## src/rtl/mesh_term_ingress.sv

```systemverilog
// ============================================================================
// Module   : mesh_term_ingress
// Brief    : Terminal-side FWFT ingress FIFO feeding one external port of
//            mesh_gnrtr; clears Nxtjp on write. Optional destination filter
//            enabled by defining INGRESS_DST_CHECK_EN.
// Revision : 1.0 - initial release
// ============================================================================
`default_nettype none

module mesh_term_ingress #(
    parameter int         ROWS       = 4,
    parameter int         COLUMS     = 4,
    parameter int         pckg_sz    = 40,
    parameter int         fifo_depth = 4,
    parameter logic [7:0] bdcst      = 8'hFF
) (
    input  logic                               clk,
    input  logic                               reset,
    input  logic                               push,
    input  logic [pckg_sz-1:0]                 data_in,
    output logic                               full,
    output logic                               pndng,
    output logic [pckg_sz-1:0]                 data_out,
    input  logic                               popin,
    output logic [$clog2(fifo_depth+1)-1:0]    count,
    output logic                               ovf,
    output logic [7:0]                         drop_cnt
);

    localparam int                CW       = $clog2(fifo_depth + 1);
    localparam int                PW       = (fifo_depth > 1) ? $clog2(fifo_depth) : 1;
    localparam logic [PW-1:0]     PTR_LAST = PW'(fifo_depth - 1);
    localparam logic [CW-1:0]     DEPTH    = CW'(fifo_depth);
    // Masking rather than slicing keeps every input bit in use; Nxtjp is forced to zero.
    localparam logic [pckg_sz-1:0] NXT_CLR_MASK = {8'h00, {(pckg_sz-8){1'b1}}};

    logic [pckg_sz-1:0] mem_q [fifo_depth];
    logic [PW-1:0]      rd_ptr_q, rd_ptr_d;
    logic [PW-1:0]      wr_ptr_q, wr_ptr_d;
    logic [CW-1:0]      count_q,  count_d;
    logic               ovf_q,    ovf_d;

    logic               w_pndng;
    logic               w_full;
    logic               w_pop_acc;
    logic               w_push_acc;
    logic               w_push_lost;
    logic               w_dest_ok;
    logic [pckg_sz-1:0] w_wr_word;

    function automatic logic [PW-1:0] ptr_inc(input logic [PW-1:0] p);
        return (p == PTR_LAST) ? '0 : p + 1'b1;
    endfunction

`ifdef INGRESS_DST_CHECK_EN
    localparam logic [3:0] ROW_MAX  = 4'(ROWS);
    localparam logic [3:0] COL_MAX  = 4'(COLUMS);
    localparam logic [3:0] ROW_LAST = 4'(ROWS + 1);
    localparam logic [3:0] COL_LAST = 4'(COLUMS + 1);

    logic [3:0] w_row;
    logic [3:0] w_colum;
    logic [7:0] drop_cnt_q, drop_cnt_d;

    assign w_row   = data_in[pckg_sz-9 -: 4];
    assign w_colum = data_in[pckg_sz-13 -: 4];

    // Legal terminals sit on the mesh border, excluding the four corners.
    assign w_dest_ok = ({w_row, w_colum} == bdcst)
                    || (((w_row == 4'd0) || (w_row == ROW_LAST))
                        && (w_colum >= 4'd1) && (w_colum <= COL_MAX))
                    || (((w_colum == 4'd0) || (w_colum == COL_LAST))
                        && (w_row >= 4'd1) && (w_row <= ROW_MAX));

    always_comb begin
        drop_cnt_d = drop_cnt_q;
        if (push && !w_dest_ok && (drop_cnt_q != 8'hFF)) begin
            drop_cnt_d = drop_cnt_q + 8'd1;
        end
    end

    always_ff @(posedge clk or negedge reset) begin
        if (!reset) begin
            drop_cnt_q <= 8'h00;
        end else begin
            drop_cnt_q <= drop_cnt_d;
        end
    end

    assign drop_cnt = drop_cnt_q;
`else
    assign w_dest_ok = 1'b1;
    assign drop_cnt  = 8'h00;
`endif

    assign w_pndng     = (count_q != '0);
    assign w_full      = (count_q == DEPTH);
    assign w_pop_acc   = popin && w_pndng;
    assign w_push_acc  = push && w_dest_ok && (!w_full || w_pop_acc);
    assign w_push_lost = push && w_dest_ok && w_full && !w_pop_acc;
    assign w_wr_word   = data_in & NXT_CLR_MASK;

    always_comb begin
        rd_ptr_d = rd_ptr_q;
        wr_ptr_d = wr_ptr_q;
        count_d  = count_q;
        ovf_d    = ovf_q;
        if (w_pop_acc) begin
            rd_ptr_d = ptr_inc(rd_ptr_q);
        end
        if (w_push_acc) begin
            wr_ptr_d = ptr_inc(wr_ptr_q);
        end
        case ({w_push_acc, w_pop_acc})
            2'b10:   count_d = count_q + 1'b1;
            2'b01:   count_d = count_q - 1'b1;
            default: count_d = count_q;
        endcase
        if (w_push_lost) begin
            ovf_d = 1'b1;
        end
    end

    always_ff @(posedge clk or negedge reset) begin
        if (!reset) begin
            rd_ptr_q <= '0;
            wr_ptr_q <= '0;
            count_q  <= '0;
            ovf_q    <= 1'b0;
        end else begin
            rd_ptr_q <= rd_ptr_d;
            wr_ptr_q <= wr_ptr_d;
            count_q  <= count_d;
            ovf_q    <= ovf_d;
        end
    end

    // Storage needs no reset: the head is gated to zero whenever the FIFO is empty.
    always_ff @(posedge clk) begin
        if (w_push_acc) begin
            mem_q[wr_ptr_q] <= w_wr_word;
        end
    end

    assign pndng    = w_pndng;
    assign full     = w_full;
    assign count    = count_q;
    assign ovf      = ovf_q;
    assign data_out = w_pndng ? mem_q[rd_ptr_q] : '0;

endmodule

`default_nettype wire

```

## config.mk

```make
export PLATFORM = sky130hd
export DESIGN_NAME = mesh_term_ingress
export DESIGN_NICKNAME = d
export VERILOG_FILES = /design/src/rtl/mesh_term_ingress.sv
export SDC_FILE = /design/constraint.sdc
export NUM_CORES = 1
export LEC_CHECK = 0
export CAP_MARGIN = 30
export CORE_MARGIN = 1
export CORE_UTILIZATION = 44
export CTS_BUF_LIST = sky130_fd_sc_hd__clkbuf_8
export DETAILED_ROUTE_END_ITERATION = 16
export MAX_ROUTING_LAYER = met4
export PLACE_DENSITY = 0.69
export SLEW_MARGIN = 25
export SYNTH_ARGS = -nofsm -noshare
export SYNTH_HDL_FRONTEND = slang
export SYNTH_SLANG_ARGS = --single-unit
```

## constraint.sdc

```tcl
create_clock -name clk -period 2.5 [get_ports clk]
set_clock_uncertainty 0.2 [all_clocks]
set_input_delay 0.25 -clock clk [delete_from_list [all_inputs] [get_ports clk]]
set_output_delay 0.25 -clock clk [all_outputs]
set_load 0.02 [all_outputs]
```

==> run_results.csv <==
group,metric,value,unit
yosys,avgSynthCellArea,20.9,um2
yosys,synth-simple-area-share,0.0492,
placed_design,hpwl,5520,um
clocking,cts_inserted_buffers,17,
drt,ant_nets,0,
die,start_util,0.453,
cells_and_area,multi_input_area,1290,um2
yosys,synth_top_family_by_area,"multiplexers",
cells_and_area,drive_above_1_share,0.363,
timing,min_period,2.43,ns
drt,num_vias,2671,
yosys,synth-compound-area-share,0.00366,
pwr,power.internal,6.04,mW
placed_design,place_congestion,0.683,
global_route,overflow,0,
clocking,clock-root-buffer,"clkbuf_8",
clocking,cts_tree,"yes",
cells_and_area,final_cell_mix,"edfxtp_1, clkdlybuf4s50_1, mux4_2",
pwr,fin_total_pwr,8.86,mW
cells_and_area,register_area,4050,um2
pwr,combPwrFrac,0.413,
drt,wirelength,10100,um
yosys,synth.area.mux_share,0.143,
timing,fin_ws,0.0740,ns
pwr,ir_drop,0.803,mV
clocking,clock_latency,0.44,ns
global_route,antenna_found_initial,0,
die,rows,40,
timing,setup_violations,0,
timing,max_freq,412,MHz
die,die_y,113,um
pwr,p_clk_frac,0.224,
pwr,seq_power_share,0.363,
drt,dr.pass1.iters,4,
clocking,clk_pin_slew_worst_paths,0.07,ns
die,pin_count,98,
pwr,switchingPower,2.81,mW
pwr,p_leak,2.48,nW
yosys,synthAdderAreaFrac,0.0174,
yosys,ys_warn_count,0,
critical_path,worstSetupPathType,"register to primary output",
cells_and_area,finalNonFillerCells,552,
drt,wl_per_cell,18.2,um
placed_design,pre_cts_ws,0.194,ns
global_route,grt_use_total,0.181,
yosys,synth_xor_area_frac,0.00481,
pwr,swShare,0.318,
placed_design,dp.cells,506,
critical_path,crit_fanout,6,
global_route,grt_pass1_wl,15800,um
clocking,cts_buffer_depth,2,
critical_path,endpoint_kind,"primary output",
clocking,h-tree-depth,4,
die,core,12100,um2
clocking,cts_sinks,136,
cells_and_area,fillers,920,
cells_and_area,final_common_cell,"edfxtp_1",
drt,drc,0,
cells_and_area,utilization,0.579,
yosys,netlist_area,5470,um2
global_route,grt_pass1_vias,2860,
die,dieArea,12900,um2
global_route,grt_max_degree,24,
drt,drt_iter0_drc,148,
yosys,synthCells,262,
yosys,ys_seq_elements,136,
timing,period_share,0.970,
timing,slew_violations,0,
drt,drt-vias-per-instance,4.84,
die,die_x,113,um
pwr,p_per_area,1270,nW/um2
critical_path,startpoint_type,"register",
yosys,seq_area_frac_synth,0.740,
outcome,status,"complete, no violations",
cells_and_area,final_nets,421,
critical_path,worstPathArrival,1.98,ns
worst_hold_path,hold_class,"input port to register",
placed_design,io_buffer_count,73,
flow_run,timing.max_cap.violations,0,
yosys,synthDistinctLibCells,23,
timing,hold_violations,0,
cells_and_area,area_growth,27.8,%
critical_path,required,2.05,ns
-- path summary, 6_finish.rpt --
| kind | start | to | slack [ns] | depth (start not counted) |
|---|---|---|---|---|
| max in group asynchronous | reset | rd_ptr_q[0]$_DFFE_PN0P_ | 1.34 | 2 |
| hold reg to reg | ovf$_DFFE_PN0P_ | ovf$_DFFE_PN0P_ | 0.28 | 1 |
| setup reg to reg | count[2]$_DFFE_PN0P_ | count[2]$_DFFE_PN0P_ | 0.15 | 8 |
| min in group asynchronous | reset | wr_ptr_q[1]$_DFFE_PN0P_ | 0.45 | 2 |
| hold / removal | data_in[26] | mem_q[3][26]$_DFFE_PP_ | 0.24 | 1 |
| setup / recovery | rd_ptr_q[0]$_DFFE_PN0P_ | data_out[25] | 0.07 | 6 |
-- metal layers --
metal  GRT usage  routed length, um  up-vias
li1            -                  -     1216
met1       0.214               4260     1361
met2       0.285               5140       80
met3      0.0531                470       14
met4      0.0895                182        0
met5           -                  0        -
-- worst max-delay path, stage by stage (launching register included) --
cell and delay [ns]:
dfrtp_2 0.43, buf_6 0.13, buf_4 0.13, buf_12 0.14, mux4_2 0.40, and2_1 0.16, buf_2 0.15
-- area by class of cell --
class | instances | share of cell area
sequential | 136 | 0.580
multi-input combinational | 109 | 0.185
timing repair buffer | 99 | 0.138
clock buffer | 17 | 0.0335
tap | 168 | 0.0301
clock inverter | 15 | 0.0297
inverter | 7 | 0.00376
antenna | 1 | 0.000358
-- through the flow --
stage | hold slack (ns) | TNS, ns | instance area [um2]
floorplan | -0.246 | 0 | 5520
global placement | 0.257 | 0 | 6480
detailed placement | 0.262 | 0 | 6480
CTS | 0.206 | 0 | 7000
global route | 0.226 | -0.0000682 | 6980
finish | 0.242 | 0 | 6990
-- cells by family (layout without fill, tap and decap cells) --
group / count (synthesis) / in the layout
XOR/XNOR: 3 / 3
adder cells (fa/ha/maj): 7 / 7
AO/OA/AOI/OAI: 2 / 2
AND/OR/NAND/NOR: 42 / 44
multiplexers: 37 / 37
flip-flops: 136 / 136
buffers and inverters: 34 / 138
other: 1 / 17
-- cells in the mapped netlist, drive strengths merged --
library cell / n / area [um2]
a21boi: 1 / 11.3
a31o: 1 / 8.76
and2: 37 / 234
buf: 26 / 195
clkbuf: 1 / 3.75
conb: 1 / 3.75
dfrtp: 8 / 200
edfxtp: 128 / 3840
fa: 1 / 20.0
ha: 6 / 75.1
inv: 7 / 26.3
mux2: 4 / 52.6
mux2i: 1 / 10.0
mux4: 32 / 721
nor2: 3 / 11.3
nor3b: 1 / 12.5
or3: 1 / 11.3
xnor2: 1 / 8.76
xor2: 2 / 17.5
-- flip-flops by register name (all words and copies together) (netlist names) --
register / count
ovf: 1
count: 3
mem_q: 128
wr_ptr_q: 2
rd_ptr_q: 2
-- timing repair --
action                                 CTS  global route
endpoints found under the hold margin    8             0
pin swaps                                1             2
resized for setup                      121            29
setup endpoints to repair               33            24
buffers inserted                         8             1
hold buffers                             1             0
gates cloned                             4             0
-- power by group through the flow --
stage / registers (mW) / clock network, mW / logic [mW]
finish: 3.22 / 1.99 / 3.66
global route: 3.27 / 2.12 / 3.92
CTS: 3.22 / 2.04 / 3.65
detailed placement: 3.24 / 0 / 3.64
global placement: 3.22 / 0 / 3.61
floorplan: 3.21 / 0 / 2.16
(Power assumes the default switching activity.)
